--- config.mk ---
export PLATFORM = sky130hd
export DESIGN_NAME = drum_step_sequencer
export DESIGN_NICKNAME = d
export VERILOG_FILES = /design/src/rtl/drum_seq_pkg.sv /design/src/rtl/seq_pattern_ram.sv /design/src/rtl/drum_step_sequencer.sv
export SDC_FILE = /design/constraint.sdc
export NUM_CORES = 1
export LEC_CHECK = 0
export ABC_CLOCK_PERIOD_IN_PS = 2300
export BUFFER_PORTS_ARGS = -buffer_cell sky130_fd_sc_hd__buf_2
export CORE_MARGIN = 4
export CORE_UTILIZATION = 45
export DETAILED_ROUTE_END_ITERATION = 8
export GPL_TIMING_DRIVEN = 0
export PLACE_DENSITY = 0.74
export SLEW_MARGIN = 40
export SYNTH_ARGS = -nofsm -noshare
export SYNTH_HDL_FRONTEND = slang
export SYNTH_SLANG_ARGS = --single-unit
--- constraint.sdc ---
create_clock -name clk -period 2.3 [get_ports clk]
set_input_delay 0.23 -clock clk [delete_from_list [all_inputs] [get_ports clk]]
set_output_delay 0.23 -clock clk [all_outputs]
set_load 0.03 [all_outputs]
--- src/rtl/drum_seq_pkg.sv ---
// Shared types and default dimensions for the drum step sequencer.
package drum_seq_pkg;

  localparam int unsigned DEF_NUM_VOICES = 4;
  localparam int unsigned DEF_NUM_STEPS  = 16;
  localparam int unsigned DEF_PERIOD_W   = 16;
  localparam int unsigned DEF_GATE_W     = 12;

  // Shortest step that still leaves one low cycle after a gate.
  localparam int unsigned MIN_PERIOD     = 2;

  typedef enum logic {
    IDLE = 1'b0,
    RUN  = 1'b1
  } seq_state_t;

endpackage

--- src/rtl/seq_pattern_ram.sv ---
// Trigger pattern store: one row of voice bits per step.
// Synchronous write, combinational read (old data on same-cycle collision),
// asynchronously cleared.
module seq_pattern_ram #(
  parameter int unsigned NUM_STEPS  = 16,
  parameter int unsigned NUM_VOICES = 4
) (
  input  logic                         clk,
  input  logic                         rst_n,
  input  logic                         we_i,
  input  logic [$clog2(NUM_STEPS)-1:0] waddr_i,
  input  logic [NUM_VOICES-1:0]        wdata_i,
  input  logic [$clog2(NUM_STEPS)-1:0] raddr_i,
  output logic [NUM_VOICES-1:0]        rdata_o
);

  logic [NUM_VOICES-1:0] mem_q [NUM_STEPS];

  // Row storage: cleared on reset, written on the strobe.
  always_ff @(posedge clk or negedge rst_n) begin
    if (!rst_n) begin
      for (int unsigned i = 0; i < NUM_STEPS; i++) begin
        mem_q[i] <= '0;
      end
    end else if (we_i) begin
      mem_q[waddr_i] <= wdata_i;
    end
  end

  // Read port sees the pre-write contents during a write cycle.
  always_comb begin
    rdata_o = mem_q[raddr_i];
  end

endmodule

--- src/rtl/drum_step_sequencer.sv ---
// Drum step sequencer: walks the pattern at a programmable tempo and
// drives one gated enable per sample player.
module drum_step_sequencer
  import drum_seq_pkg::*;
#(
  parameter int unsigned NUM_VOICES = DEF_NUM_VOICES,
  parameter int unsigned NUM_STEPS  = DEF_NUM_STEPS,
  parameter int unsigned PERIOD_W   = DEF_PERIOD_W,
  parameter int unsigned GATE_W     = DEF_GATE_W
) (
  input  logic                         clk,
  input  logic                         rst_n,
  input  logic                         run,
  input  logic [PERIOD_W-1:0]          step_period,
  input  logic [GATE_W-1:0]            gate_len,
  input  logic [NUM_VOICES-1:0]        mute,
  input  logic                         pat_we,
  input  logic [$clog2(NUM_STEPS)-1:0] pat_addr,
  input  logic [NUM_VOICES-1:0]        pat_wdata,
  output logic [NUM_VOICES-1:0]        voice_en,
  output logic [$clog2(NUM_STEPS)-1:0] step_idx,
  output logic                         step_pulse,
  output logic                         playing
);

  localparam int unsigned AW = $clog2(NUM_STEPS);
  // Compare width wide enough for both period and gate plus one.
  localparam int unsigned CW = ((PERIOD_W > GATE_W) ? PERIOD_W : GATE_W) + 1;

  seq_state_t state_q, state_d;

  logic [PERIOD_W-1:0]   step_cnt_q, step_cnt_d;
  logic [AW-1:0]         step_idx_q, step_idx_d;
  logic [NUM_VOICES-1:0] voice_q, voice_d;
  logic                  pulse_q, pulse_d;
  logic                  playing_q, playing_d;

  logic [CW-1:0]         period_ext, gate_ext, cnt_ext, cnt_inc;
  logic [CW-1:0]         eff_period, eff_gate, last_cnt;
  logic                  step_end, gate_hit;
  logic [AW-1:0]         rd_addr;
  logic [NUM_VOICES-1:0] rd_row, load_row;

  seq_pattern_ram #(
    .NUM_STEPS  (NUM_STEPS),
    .NUM_VOICES (NUM_VOICES)
  ) u_ram (
    .clk     (clk),
    .rst_n   (rst_n),
    .we_i    (pat_we),
    .waddr_i (pat_addr),
    .wdata_i (pat_wdata),
    .raddr_i (rd_addr),
    .rdata_o (rd_row)
  );

  // Effective period/gate and the step/gate boundary compares.
  always_comb begin
    period_ext = CW'(step_period);
    gate_ext   = CW'(gate_len);
    cnt_ext    = CW'(step_cnt_q);
    cnt_inc    = cnt_ext + CW'(1);
    eff_period = (period_ext < CW'(MIN_PERIOD)) ? CW'(MIN_PERIOD) : period_ext;
    last_cnt   = eff_period - CW'(1);
    eff_gate   = (gate_ext < last_cnt) ? gate_ext : last_cnt;
    // >= so that shrinking the period mid-step wraps at once.
    step_end   = (cnt_ext >= last_cnt);
    gate_hit   = (cnt_inc == eff_gate);
    // Starting from IDLE always loads row 0; otherwise the following row.
    rd_addr    = (state_q == RUN) ? step_idx_q + AW'(1) : '0;
    load_row   = (gate_len == '0) ? '0 : (rd_row & ~mute);
  end

  // State register.
  always_ff @(posedge clk or negedge rst_n) begin
    if (!rst_n) begin
      state_q <= IDLE;
    end else begin
      state_q <= state_d;
    end
  end

  // Next-state logic: run level alone selects the state.
  always_comb begin
    state_d = state_q;
    case (state_q)
      IDLE: if (run)  state_d = RUN;
      RUN:  if (!run) state_d = IDLE;
    endcase
  end

  // Next values of the counter and registered outputs.
  always_comb begin
    step_cnt_d = step_cnt_q;
    step_idx_d = step_idx_q;
    voice_d    = voice_q;
    pulse_d    = 1'b0;
    playing_d  = playing_q;
    case (state_q)
      IDLE: begin
        if (run) begin
          step_cnt_d = '0;
          step_idx_d = '0;
          voice_d    = load_row;
          pulse_d    = 1'b1;
          playing_d  = 1'b1;
        end else begin
          step_cnt_d = '0;
          step_idx_d = '0;
          voice_d    = '0;
          playing_d  = 1'b0;
        end
      end
      RUN: begin
        if (!run) begin
          step_cnt_d = '0;
          step_idx_d = '0;
          voice_d    = '0;
          playing_d  = 1'b0;
        end else if (step_end) begin
          step_cnt_d = '0;
          step_idx_d = step_idx_q + AW'(1);
          voice_d    = load_row;
          pulse_d    = 1'b1;
          playing_d  = 1'b1;
        end else begin
          step_cnt_d = step_cnt_q + PERIOD_W'(1);
          playing_d  = 1'b1;
          if (gate_hit) voice_d = '0;
        end
      end
    endcase
  end

  // Output and counter registers.
  always_ff @(posedge clk or negedge rst_n) begin
    if (!rst_n) begin
      step_cnt_q <= '0;
      step_idx_q <= '0;
      voice_q    <= '0;
      pulse_q    <= 1'b0;
      playing_q  <= 1'b0;
    end else begin
      step_cnt_q <= step_cnt_d;
      step_idx_q <= step_idx_d;
      voice_q    <= voice_d;
      pulse_q    <= pulse_d;
      playing_q  <= playing_d;
    end
  end

  assign voice_en   = voice_q;
  assign step_idx   = step_idx_q;
  assign step_pulse = pulse_q;
  assign playing    = playing_q;

endmodule
# Word-level counts from Yosys, hierarchy flattened
# Cells that the tools add are included.
[classes] mux=25 n_bitwise=5 n_reduce_logical=2 n_eq_ne=3 n_lt_le_gt_ge=6 add_sub_neg=4
[op_table] cell="$bwmux 64" n=1
[op_table] cell="$mux 16" n=3
[op_table] cell="$mux 4" n=11
[op_table] cell="$pmux 16 s2" n=1
[op_table] cell="$add 16x1->17 const B" n=1
[op_table] cell="$eq 17x17->1" n=1
[op_table] cell="$ge 16x17->1" n=1
[op_table] cell="$lt 12x17->1" n=1
[op_table] cell="$mux 17" n=1
[op_table] cell="$sub 16x1->17 const B" n=1
[op_table] cell="$add 16x1->16 const B" n=1
[op_table] cell="$bmux 4 s4" n=1
[op_table] cell="$demux 4 s4" n=1
[op_table] cell="$lt 16x2->1 const B" n=1
[op_table] cell="$pmux 4 s2" n=2
[op_table] cell="$logic_not 12->1" n=1
[op_table] cell="$ge 5x5->1 const B" n=2
[op_table] cell="$not 4->5" n=2
[op_table] cell="$lt 5x1->1 const B" n=1
[op_table] cell="$add 4x1->4 const B" n=1
[op_table] cell="$and 4x4->4" n=1
[op_table] cell="$ne 4x2->1 const B" n=1
[op_table] cell="$not 4->4" n=1
[op_table] cell="$mux 1" n=3
[op_table] cell="other kinds (4)" n=4
[word_totals] ff_bits=90

# Longest topological paths before layout
[logic_depth] depth_word=11 mapped_depth=21 ltp_nobuf=19

# Hierarchy
# A second synthesis with hierarchy kept.
[unflattened] hier_cells=556 hier_area_um2=5953.2
[modules_own_cells] module="seq_pattern_ram" instances=1 area_per_inst_um2=3000.4 seq_area_each_um2=1601.5 cells_per_inst=198
[modules_own_cells] module="drum_step_sequencer" instances=1 area_per_inst_um2=2952.8 seq_area_each_um2=650.6 cells_per_inst=358

# Worst setup path after synthesis
# No wires, ideal clock.
[synth_timing] path_kind="input to register" startpoint="in step_period[7]" endpoint="reg voice_q[0] (netlist: voice_en[0])" path_stages=20 required_time_ns=2.166 setup_ns=0.134 t_arrival_ns=5.061 n_path_buf=2 setup_slack_ns=-2.894 path_cell_list="buf_4 > or4_4 > or4_4 > o31a_2 > inv_1 > ha_1 > or3b_2 > clkbuf_1 > nor3_1 > xor2_1 > inv_1 > ha_1 > o211ai_1 > a221oi_1 > o22ai_4 > or4_2 > o221ai_1 > o22ai_1 > nor4_2 > o32ai_1"
[synth_via] elab_chain_len=7
[synth_lines] item="start, declared" line_no="drum_step_sequencer.sv:14" source="input logic [PERIOD_W-1:0] step_period,"
[synth_lines] item="$lt 16x2->1" line_no="drum_step_sequencer.sv:63" source="eff_period = (period_ext < CW'(MIN_PERIOD)) ? CW'(MIN_PERIOD) : period_ext;"
[synth_lines] item="$mux 16 *" line_no="drum_step_sequencer.sv:63"
[synth_lines] item="$sub 16x1->17 *" line_no="drum_step_sequencer.sv:64" source="last_cnt = eff_period - CW'(1);"
[synth_lines] item="$lt 12x17->1 or $ge 16x17->1 (tied branches)" line_no="drum_step_sequencer.sv:65, drum_step_sequencer.sv:67"
[synth_lines] item="$mux 17 or $mux 4 (tied branches)" line_no="drum_step_sequencer.sv:65, drum_step_sequencer.sv:120"
[synth_lines] item="$eq 17x17->1 or $mux 4 (tied branches)" line_no="drum_step_sequencer.sv:68, drum_step_sequencer.sv:115"
[synth_lines] item="$ne 4x2->1 (no line) or $pmux 4 s2 (tied branches)"
[synth_lines] item="end signal, assigned" line_no="drum_step_sequencer.sv:146" source="voice_q <= voice_d;"
[synth_lines] item="end, declared" line_no="drum_step_sequencer.sv:34" source="logic [NUM_VOICES-1:0] voice_q, voice_d;"
# Every way passes the cells marked *; elsewhere a longest branch is shown, timed or not.
# A chain may end at the register's enable or synchronous reset.

# Worst setup path in the final report
[layout_timing] startpoint="in step_period[5]" endpoint="reg voice_q[3] (netlist: voice_en[3])"
# Same word-level chain as after synthesis.

==> impl_metrics.tcl <==
set metrics [dict create \
    drv.max_cap_violation_count 0 \
    fill_cells 1124 \
    global_route.overflow_total 0 \
    cts.htree.levels 3 \
    syn_inst 602 \
    largest_net_degree_at_the_start_of_global_routing 58 \
    clkTransAtPathRegs_ps 60 \
    finalPower_mw 4.41 \
    critical_path.max_fanout 6 \
    drt.antenna.violating_nets 0 \
    place.detailed.instances 829 \
    biggest_cell_delay_along_the_critical_path_ps 600 \
    synth_seq_cells 90 \
    final_common_cell "sky130_fd_sc_hd__dfrtp_1" \
    initial_utilization_pct 45.7 \
    finalHoldViolations 0 \
    timing.critical_path.to_type "flip-flop" \
    p_leak_nw 3.05 \
    cts_tree "yes" \
    place.port_buffers 50 \
    run_status "complete, but fails checks" \
    instances_no_fill 870 \
    layout_common_cells "sky130_fd_sc_hd__dfrtp_1, sky130_fd_sc_hd__mux2_2, sky130_fd_sc_hd__buf_2, sky130_fd_sc_hd__nor2_1, sky130_fd_sc_hd__nand2_1" \
    synth-seq-area-share_pct 37.4 \
    clkSinkCount 90 \
    final_core_utilization_pct 55.9 \
    finish.net_count 758 \
    worst_slew_margin_rel_pct 47.1 \
    die_area_sq_um 15300 \
    first_iter_violations 341 \
    final.min_clock_period_ps 4890 \
    final_weighted_congestion_in_routability_driven_placement 0.957 \
    wl_per_cell_microns 18.9 \
    max_slew.worst_pin.slew_ps 787 \
    initial_antenna_violation_count 0 \
    final_worst_slack_ps -2590 \
    floorplan.die.height_microns 124 \
    hold_slack_ps 62.1 \
    async_reset_ff_share_pct 100 \
    final_cycle_share_pct 213 \
    routed_via_density 6.13 \
    ir_worst_vdd_uv 560 \
    holdPathStages 1 \
    violations "setup timing" \
    netlist-cell-type-count 70 \
    cp_top_family "simple AND/OR/NAND/NOR gates" \
    worst_r2r_endpoint "voice_en[3]$_DFFE_PN0P_" \
    finalWirelength_microns 16500 \
    num_vias 5330 \
    critical-path-slowest-cell "sky130_fd_sc_hd__or4_4" \
    crit_path_cell_trace "buf_8, or4_4, or4_4, o31a_4, inv_4, ha_4, or3b_4, nor3_4, xor2_2, inv_2, ha_4, or3_1, a221o_1, o22ai_4, buf_6, nor3_1, a211oi_2, nand4_1, nor4_4, o32ai_1" \
    finalSetupViolations 25 \
    synth_fp_nets 670 \
    first_pass_grt_wire_length_microns 26500 \
    critical_path_required_ps 2520 \
    worst-endpoint-arrival_ps 5110 \
    hold-path-endpoint "playing$_DFF_PN0_" \
    drive_above_1_share_pct 34.0 \
    dominantRegCellSynth "sky130_fd_sc_hd__dfrtp_1" \
    reg2reg_depth 11 \
    floorplan.die.width_microns 124 \
    report.final.slew_viol_count 0 \
    core-area_sq_um 13200 \
    clock.fmax_ghz 0.205 \
    power_density_nw_per_um2 597 \
    critPathLaunchType "input pin" \
    syn2layout_area_growth_pct 22.4 \
    synthesis.area_sq_um 6030 \
    row_count 42 \
    area_taken_by_flip_flops_and_latches_sq_um 2250 \
    grt_pass1_vias 5436 \
    pre_cts_slack_ps -3360 \
    area_occupied_by_multi_input_gates_sq_um 3840 \
    cts_inserted_buffers 9 \
    place_hpwl_microns 12100 \
    holdCritPathClass "in -> reg" \
    grt_setup_unrepaired "true" \
    synth_enable_flop_cells 0 \
    worst-path-buf-inv 4 \
    finClkSkew_ps 6.15 \
    avgSynthCellArea_sq_um 10.0 \
    crit_type "in -> reg" \
    worstSkewPairLatency_ps 340 \
    worstReg2RegStart "step_cnt_q[0]$_DFF_PN0_" \
    yosys_warnings 0 \
    track_usage_pct 22.0 \
    post-route-drc-count 0 \
    maximum_count_of_clock_buffers_along_a_single_path 2 \
    floorplan.io_pins 54 \
    r2r_setup_slack_ps -900 \
    drtPass1Iterations 5 \
    clock-root-buffer "sky130_fd_sc_hd__clkbuf_16" \
    min_from "run" \
    antenna-diode-count 0 \
]
-- Yosys cell counts, types with 16 or more instances --
cell type | number | share of area, %
sky130_fd_sc_hd__a21oi_1 | 21 | 1.7
sky130_fd_sc_hd__clkbuf_1 | 16 | 1.0
sky130_fd_sc_hd__dfrtp_1 | 90 | 37
sky130_fd_sc_hd__ha_1 | 24 | 5.0
sky130_fd_sc_hd__inv_1 | 18 | 1.1
sky130_fd_sc_hd__mux2_2 | 68 | 13
sky130_fd_sc_hd__nand2_1 | 29 | 1.8
sky130_fd_sc_hd__nand3_1 | 21 | 1.7
sky130_fd_sc_hd__nor2_1 | 57 | 3.6
sky130_fd_sc_hd__xnor2_1 | 18 | 2.6
sky130_fd_sc_hd__xor2_1 | 20 | 2.9
-- worst reg2reg max path, delay by kind of cell, from the launching register on --
kind | cells | cell delay [ps]
AOI/OAI and AO/OA | 3 | 460
xor gates and xnor gates | 2 | 610
adders and majority gates | 1 | 350
DFF | 1 | 540
muxes | 1 | 150
and+or+nand+nor | 4 | 970
-- per-stage QoR --
stage / setup TNS [ps] / area [sq um]
floorplan: -50230 / 6110
global placement: -65430 / 6580
detailed placement: -67910 / 6620
CTS: -55780 / 7210
global route: -59350 / 7380
finish: -56130 / 7380
-- logic make-up after synthesis --
family          after synthesis  share of synthesized area, %
compound gates              131                          16.1
flops                        90                          37.4
buf+inv                      46                          3.68
simple gates                193                          16.7
fa+ha+maj                    24                          4.98
xor+xnor                     38                          5.52
mux                          80                          15.7
-- layer usage --
layer	up-vias	track usage [%]	share of wire [%]
li1	2443	-	-
met1	2608	27.0	41
met2	227	38.1	50
met3	52	3.50	5.8
met4	0	9.90	3.5
met5	-	0	0
-- worst max path at each step --
stage,start,endpoint,cells past startpoint
floorplan,step_period[7],voice_en[0]$_DFFE_PN0P_,21
global placement,step_period[6],voice_en[1]$_DFFE_PN0P_,21
detailed placement,step_period[6],voice_en[1]$_DFFE_PN0P_,21
CTS,step_period[5],voice_en[0]$_DFFE_PN0P_,20
global route,step_period[5],voice_en[1]$_DFFE_PN0P_,20
finish,step_period[5],voice_en[3]$_DFFE_PN0P_,20
-- sequential cells by signal (all words and copies together), names as in the netlist --
register	count
voice_en	4
step_idx	4
step_cnt_q	16
playing	1
u_ram.mem_q	64
step_pulse	1
-- cell type report --
| cell class | count | share of cell area, % |
|---|---|---|
| timing repair buffer | 78 | 7.46 |
| sequential | 90 | 30.5 |
| tap | 176 | 2.99 |
| buffer | 24 | 1.98 |
| clock buffer | 12 | 3.34 |
| multi-input combinational | 467 | 52.1 |
| clock inverter | 3 | 0.543 |
| inverter | 20 | 1.05 |
-- power breakdown --
part / switching [mW] / internal [mW]
Combinational: 0.466 / 0.499
Sequential: 0.151 / 1.85
Clock: 0.573 / 0.862
-- timing repair --
item                                   4_1_cts  5_1_grt
buffers inserted                            21        4
endpoints found under the hold margin       56        0
gates cloned                                 2        0
resized for setup                           30       39
setup endpoints to repair                   25       25
pin swaps                                   24       18
hold buffers                                 1        0
No activity file was read; power rests on OpenSTA's default activity.
